**src/rtl/axi4_lite_master.sv**
```systemverilog
// axi4_lite_master: single-outstanding AXI4-Lite initiator turning local commands into bus transfers
module axi4_lite_master #(
    parameter int ADDRESS    = 32,
    parameter int DATA_WIDTH = 32
) (
    input  logic                    ACLK,
    input  logic                    ARESETN,
    input  logic                    cmd_valid,
    output logic                    cmd_ready,
    input  logic                    cmd_write,
    input  logic [ADDRESS-1:0]      cmd_addr,
    input  logic [DATA_WIDTH-1:0]   cmd_wdata,
    input  logic [DATA_WIDTH/8-1:0] cmd_wstrb,
    output logic                    rsp_valid,
    input  logic                    rsp_ready,
    output logic                    rsp_write,
    output logic [DATA_WIDTH-1:0]   rsp_rdata,
    output logic [1:0]              rsp_resp,
    output logic [ADDRESS-1:0]      M_AWADDR,
    output logic [2:0]              M_AWPROT,
    output logic                    M_AWVALID,
    input  logic                    M_AWREADY,
    output logic [DATA_WIDTH-1:0]   M_WDATA,
    output logic [DATA_WIDTH/8-1:0] M_WSTRB,
    output logic                    M_WVALID,
    input  logic                    M_WREADY,
    input  logic [1:0]              M_BRESP,
    input  logic                    M_BVALID,
    output logic                    M_BREADY,
    output logic [ADDRESS-1:0]      M_ARADDR,
    output logic [2:0]              M_ARPROT,
    output logic                    M_ARVALID,
    input  logic                    M_ARREADY,
    input  logic [DATA_WIDTH-1:0]   M_RDATA,
    input  logic [1:0]              M_RRESP,
    input  logic                    M_RVALID,
    output logic                    M_RREADY
);
    localparam int SW = DATA_WIDTH / 8;
    typedef enum logic [2:0] {IDLE, WRITE, WRESP, READ, RDATA, RESP} state_t;
    state_t                state_q, state_d;
    logic [ADDRESS-1:0]    addr_q, addr_d;
    logic [DATA_WIDTH-1:0] wdata_q, wdata_d, rsp_rdata_q, rsp_rdata_d;
    logic [SW-1:0]         wstrb_q, wstrb_d;
    logic [1:0]            rsp_resp_q, rsp_resp_d;
    logic awvalid_q, awvalid_d, wvalid_q, wvalid_d, bready_q, bready_d;
    logic arvalid_q, arvalid_d, rready_q, rready_d;
    logic rsp_valid_q, rsp_valid_d, rsp_write_q, rsp_write_d;
    logic aw_done, w_done;

    always_comb begin
        state_d     = state_q;
        addr_d      = addr_q;
        wdata_d     = wdata_q;
        wstrb_d     = wstrb_q;
        awvalid_d   = awvalid_q;
        wvalid_d    = wvalid_q;
        bready_d    = bready_q;
        arvalid_d   = arvalid_q;
        rready_d    = rready_q;
        rsp_valid_d = rsp_valid_q;
        rsp_write_d = rsp_write_q;
        rsp_rdata_d = rsp_rdata_q;
        rsp_resp_d  = rsp_resp_q;
        aw_done     = !awvalid_q || M_AWREADY;
        w_done      = !wvalid_q || M_WREADY;
        unique case (state_q)
            IDLE: if (cmd_valid) begin
                addr_d    = cmd_addr & ~ADDRESS'(3);
                wdata_d   = cmd_wdata;
                wstrb_d   = cmd_wstrb;
                awvalid_d = cmd_write;
                wvalid_d  = cmd_write;
                arvalid_d = !cmd_write;
                state_d   = cmd_write ? WRITE : READ;
            end
            WRITE: begin
                // AW and W complete independently; a dropped VALID marks its channel done
                awvalid_d = awvalid_q && !M_AWREADY;
                wvalid_d  = wvalid_q && !M_WREADY;
                if (aw_done && w_done) begin
                    bready_d = 1'b1;
                    state_d  = WRESP;
                end
            end
            WRESP: if (M_BVALID) begin
                bready_d    = 1'b0;
                rsp_valid_d = 1'b1;
                rsp_write_d = 1'b1;
                rsp_rdata_d = '0;
                rsp_resp_d  = M_BRESP;
                state_d     = RESP;
            end
            READ: if (M_ARREADY) begin
                arvalid_d = 1'b0;
                rready_d  = 1'b1;
                state_d   = RDATA;
            end
            RDATA: if (M_RVALID) begin
                rready_d    = 1'b0;
                rsp_valid_d = 1'b1;
                rsp_write_d = 1'b0;
                rsp_rdata_d = M_RDATA;
                rsp_resp_d  = M_RRESP;
                state_d     = RESP;
            end
            RESP: if (rsp_ready) begin
                rsp_valid_d = 1'b0;
                state_d     = IDLE;
            end
            default: state_d = IDLE;
        endcase
    end

    always_ff @(posedge ACLK or negedge ARESETN) begin
        if (!ARESETN) begin
            state_q     <= IDLE;
            addr_q      <= '0;
            wdata_q     <= '0;
            wstrb_q     <= '0;
            awvalid_q   <= 1'b0;
            wvalid_q    <= 1'b0;
            bready_q    <= 1'b0;
            arvalid_q   <= 1'b0;
            rready_q    <= 1'b0;
            rsp_valid_q <= 1'b0;
            rsp_write_q <= 1'b0;
            rsp_rdata_q <= '0;
            rsp_resp_q  <= '0;
        end else begin
            state_q     <= state_d;
            addr_q      <= addr_d;
            wdata_q     <= wdata_d;
            wstrb_q     <= wstrb_d;
            awvalid_q   <= awvalid_d;
            wvalid_q    <= wvalid_d;
            bready_q    <= bready_d;
            arvalid_q   <= arvalid_d;
            rready_q    <= rready_d;
            rsp_valid_q <= rsp_valid_d;
            rsp_write_q <= rsp_write_d;
            rsp_rdata_q <= rsp_rdata_d;
            rsp_resp_q  <= rsp_resp_d;
        end
    end

    assign cmd_ready = state_q == IDLE;
    assign rsp_valid = rsp_valid_q;
    assign rsp_write = rsp_write_q;
    assign rsp_rdata = rsp_rdata_q;
    assign rsp_resp  = rsp_resp_q;
    assign M_AWADDR  = addr_q;
    assign M_ARADDR  = addr_q;
    assign M_AWPROT  = 3'b000;
    assign M_ARPROT  = 3'b000;
    assign M_AWVALID = awvalid_q;
    assign M_WDATA   = wdata_q;
    assign M_WSTRB   = wstrb_q;
    assign M_WVALID  = wvalid_q;
    assign M_BREADY  = bready_q;
    assign M_ARVALID = arvalid_q;
    assign M_RREADY  = rready_q;
endmodule

```
**config.mk**
```make
export PLATFORM = sky130hd
export DESIGN_NAME = axi4_lite_master
export DESIGN_NICKNAME = d
export VERILOG_FILES = /design/src/rtl/axi4_lite_master.sv
export SDC_FILE = /design/constraint.sdc
export NUM_CORES = 1
export LEC_CHECK = 0
export ABC_CLOCK_PERIOD_IN_PS = 2500
export BUFFER_PORTS_ARGS = -buffer_cell sky130_fd_sc_hd__buf_2
export CAP_MARGIN = 0
export CORE_ASPECT_RATIO = 2
export CORE_MARGIN = 2
export CORE_UTILIZATION = 35
export DETAILED_ROUTE_END_ITERATION = 10
export PLACE_DENSITY = 0.66
export SLEW_MARGIN = 30
export SYNTH_ARGS = -nofsm -noshare
export SYNTH_HDL_FRONTEND = slang
export SYNTH_SLANG_ARGS = --single-unit
```
**constraint.sdc**
```tcl
create_clock -name ACLK -period 2.5 [get_ports ACLK]
set_clock_uncertainty 0.2 [all_clocks]
set_input_delay 0.5 -clock ACLK [delete_from_list [all_inputs] [get_ports ACLK]]
set_output_delay 0.5 -clock ACLK [all_outputs]
set_load 0.02 [all_outputs]
```
==> results.toml <==
[run_status]
outcome = "complete, no violations"

[cts]
path_clk_slew_ns = 0.08
cts_setup_buffers = 0
cts_resized = 0
cts_buffer_depth = 2
cts_tree = "built"
cts_root_buf = "clkbuf_16"
clock-sinks = 110
htree_levels = 3
ctsHoldBuffers = 1
clk_latency_ns = 0.34
cts_inserted_buffers = 9

[yosys]
synth_edf_count = 0
ys_top_cells_by_area = "dfrtp_1 58%, mux2_4 9.3%, mux2_1 8.9%"
yosys_register_bits = 110
synth.cell_area_um2 = 4710
synth.distinct_cells = 36
synthTopCellsByCount = "110 x dfrtp_1, 45 x buf_4, 37 x mux2_1, 32 x a22o_1, 29 x mux2_4"
yosysWarnings = 0
yosysMostFrequentCell = "dfrtp_1"
yosys.area.top_type = "dfrtp_1"
ys_seq_area_share_pct = 58.5
async_flop_share_pct = 100
synth_cells = 336
yosys.area.top_type_share_pct = 58.5
syn_avg_cell_area_um2 = 14.0
synth-main-ff-cell = "dfrtp_1"

[place]
port_buffers = 249
gp_congestion = 0.800
hpwlAfterDp_mm = 8.22
dpl_cell_area_um2 = 5890

[power]
vdd_ir_drop_max_v = 0.000613
p_per_area_nw_per_um2 = 1430
total_power_mw = 8.85
power_leakage_nw = 3.30

[die]
core_region_area_um2 = 13300
initial_core_util_pct = 35.4
die_area_um2 = 14400
rows = 60
ios = 262
die_height_um = 168
die_x_um = 86

[worst_hold_path]
worst_hold_path.num_cells = 2
hold_path.class = "in2reg"

[route]
wl_met1_mm = 4.63
route.met3.wl_mm = 1.08
route.met2.wl_mm = 4.88
post_drt_wl_per_cell_um = 14.8
antenna_left = 0
vias = 3400
drtIter0Drc = 69
dr.pass1.iters = 4
via_per_inst = 4.71
routed.top_layer = "met4"
wirelength_mm = 10.7
route.detailed.drc = 0

[cells_and_area]
fin_area_um2 = 6210
drive_above_1_share_pct = 55.2
fin_nets = 676
multi_input_comb_area_um2 = 1530
diodes = 0
syn2layout_area_growth_pct = 31.8
regArea_um2 = 2750
fin_util_pct = 46.7
nFillCells = 1221

[sta]
setup_viol = 0
maxSlewViolCount = 0
fmax_mhz = 483
final_hold_viol_count = 0
min_period_over_period_pct = 82.8
rsz0062_at_grt = "no"
min_period_ns = 2.07
final.setup.tns_ns = 0

[setup_path]
path_buf_inv = 2
path_class = "reg2out"
arrival_ns = 1.37
path_max_fanout = 9
path_cells = "buf_4, nor3_1, buf_2"
cpPeakStageDelay_ns = 0.45
critPathTopFamily = "flip-flops"
endpoint_kind = "output pin"
start_kind = "flip-flop"
slowest_stage = "dfrtp_1"
worst_r2r_path_depth = 4
cp.required_ns = 1.80
cp.depth = 3

[global_routing]
antenna_found_initial = 0
first_global_vias = 3323
grt_start_max_net_pins = 59
grt_pass1_wl_mm = 16.5
grt_overflow = 0
track_usage_pct = 14.6

[job]
maxCapViolCount = 0
[layout by cell type, fill, tap and decap left out, drive strengths merged]
| cell type | Yosys | routed |
|---|---|---|
| o31ai | 1 | 1 |
| o21ai | 11 | 11 |
| or4 | 1 | 1 |
| clkinvlp | 0 | 1 |
| o211a | 1 | 1 |
| nor3 | 1 | 1 |
| and3 | 3 | 3 |
| dfrtp | 110 | 110 |
| o22a | 1 | 1 |
| o22ai | 1 | 1 |
| nand2 | 12 | 12 |
| conb | 1 | 10 |
| nand3b | 2 | 2 |
| clkbuf | 4 | 11 |
| a22o | 32 | 32 |
| o41ai | 1 | 1 |
| o32a | 1 | 1 |
| nor2 | 7 | 7 |
| a211oi | 1 | 1 |
| nor2b | 1 | 1 |
| a21oi | 6 | 6 |
| clkinv | 0 | 1 |
| dlygate4sd3 | 0 | 1 |
| a31oi | 3 | 3 |
| or3 | 1 | 1 |
| buf | 55 | 264 |
| mux2i | 3 | 3 |
| a21o | 1 | 1 |
| mux2 | 67 | 67 |
| bufinv | 0 | 1 |
| inv | 7 | 9 |
| a221oi | 1 | 1 |
[layer usage]
metal,track usage (%),vias to the layer above
li1,-,1586
met1,19.1,1586
met2,23.3,219
met3,3.77,9
met4,4.90,0
met5,0,-
[report_power, final]
part	total [mW]	switching (mW)	internal [mW]	leakage (nW)
clock network	1.45	0.631	0.814	0.147
registers	3.09	0.474	2.62	1.35
logic	4.32	2.53	1.79	1.79
[state kept, by name (all words and copies together), names as in the netlist]
register   flops
rsp_resp       2
M_ARADDR      30
M_RREADY       1
M_ARVALID      1
M_WDATA       32
state_q        3
rsp_write      1
M_AWVALID      1
M_BREADY       1
M_WVALID       1
M_WSTRB        4
rsp_valid      1
rsp_rdata     32
[worst reg2reg max path, stage by stage, from the launching register on]
cell and delay [ns]:
dfrtp_1 0.40, nor2_2 0.23, and3_4 0.44, buf_12 0.25, mux2_1 0.34
[cells by family (layout without fill, tap and decap cells)]
family	count (synthesis)	in the layout	synth area share [%]
other cells	1	10	0.0797
mux	70	70	19.0
compound gates	61	61	9.76
flops	110	110	58.5
buf+inv	66	288	9.89
simple gates	28	28	2.82
[final cells by class]
class                      instances  area share (%)
sequential                       110            44.4
tap                              155            3.13
multi-input combinational        169            24.7
clock inverter                     5            1.03
timing repair buffer             265            22.5
inverter                           7           0.423
clock buffer                      11            3.91
[path summary, 6_finish.rpt]
kind / from / slack (ns) / to
max: state_q[0] / 0.43 / cmd_ready
min: M_RDATA[17] / 0.17 / rsp_rdata[17]
max reg2reg: state_q[2] / 0.53 / M_WSTRB[2]
min reg2reg: M_WDATA[31] / 0.28 / M_WDATA[31]
max in group asynchronous: ARESETN / 0.97 / rsp_rdata[21]
min in group asynchronous: ARESETN / 0.42 / M_WDATA[4]
[per-stage QoR]
| stage | setup slack (ns) | hold WS, ns | cells |
|---|---|---|---|
| final | 0.430 | 0.169 | 722 |
| after global routing | 0.354 | 0.150 | 722 |
| after CTS | 0.438 | 0.150 | 722 |
| after detailed placement | 0.477 | 0.214 | 705 |
| after global placement | 0.483 | 0.207 | 705 |
| after floorplan | 0.652 | 0.00441 | 345 |
Power figures use the tool's default switching activity.
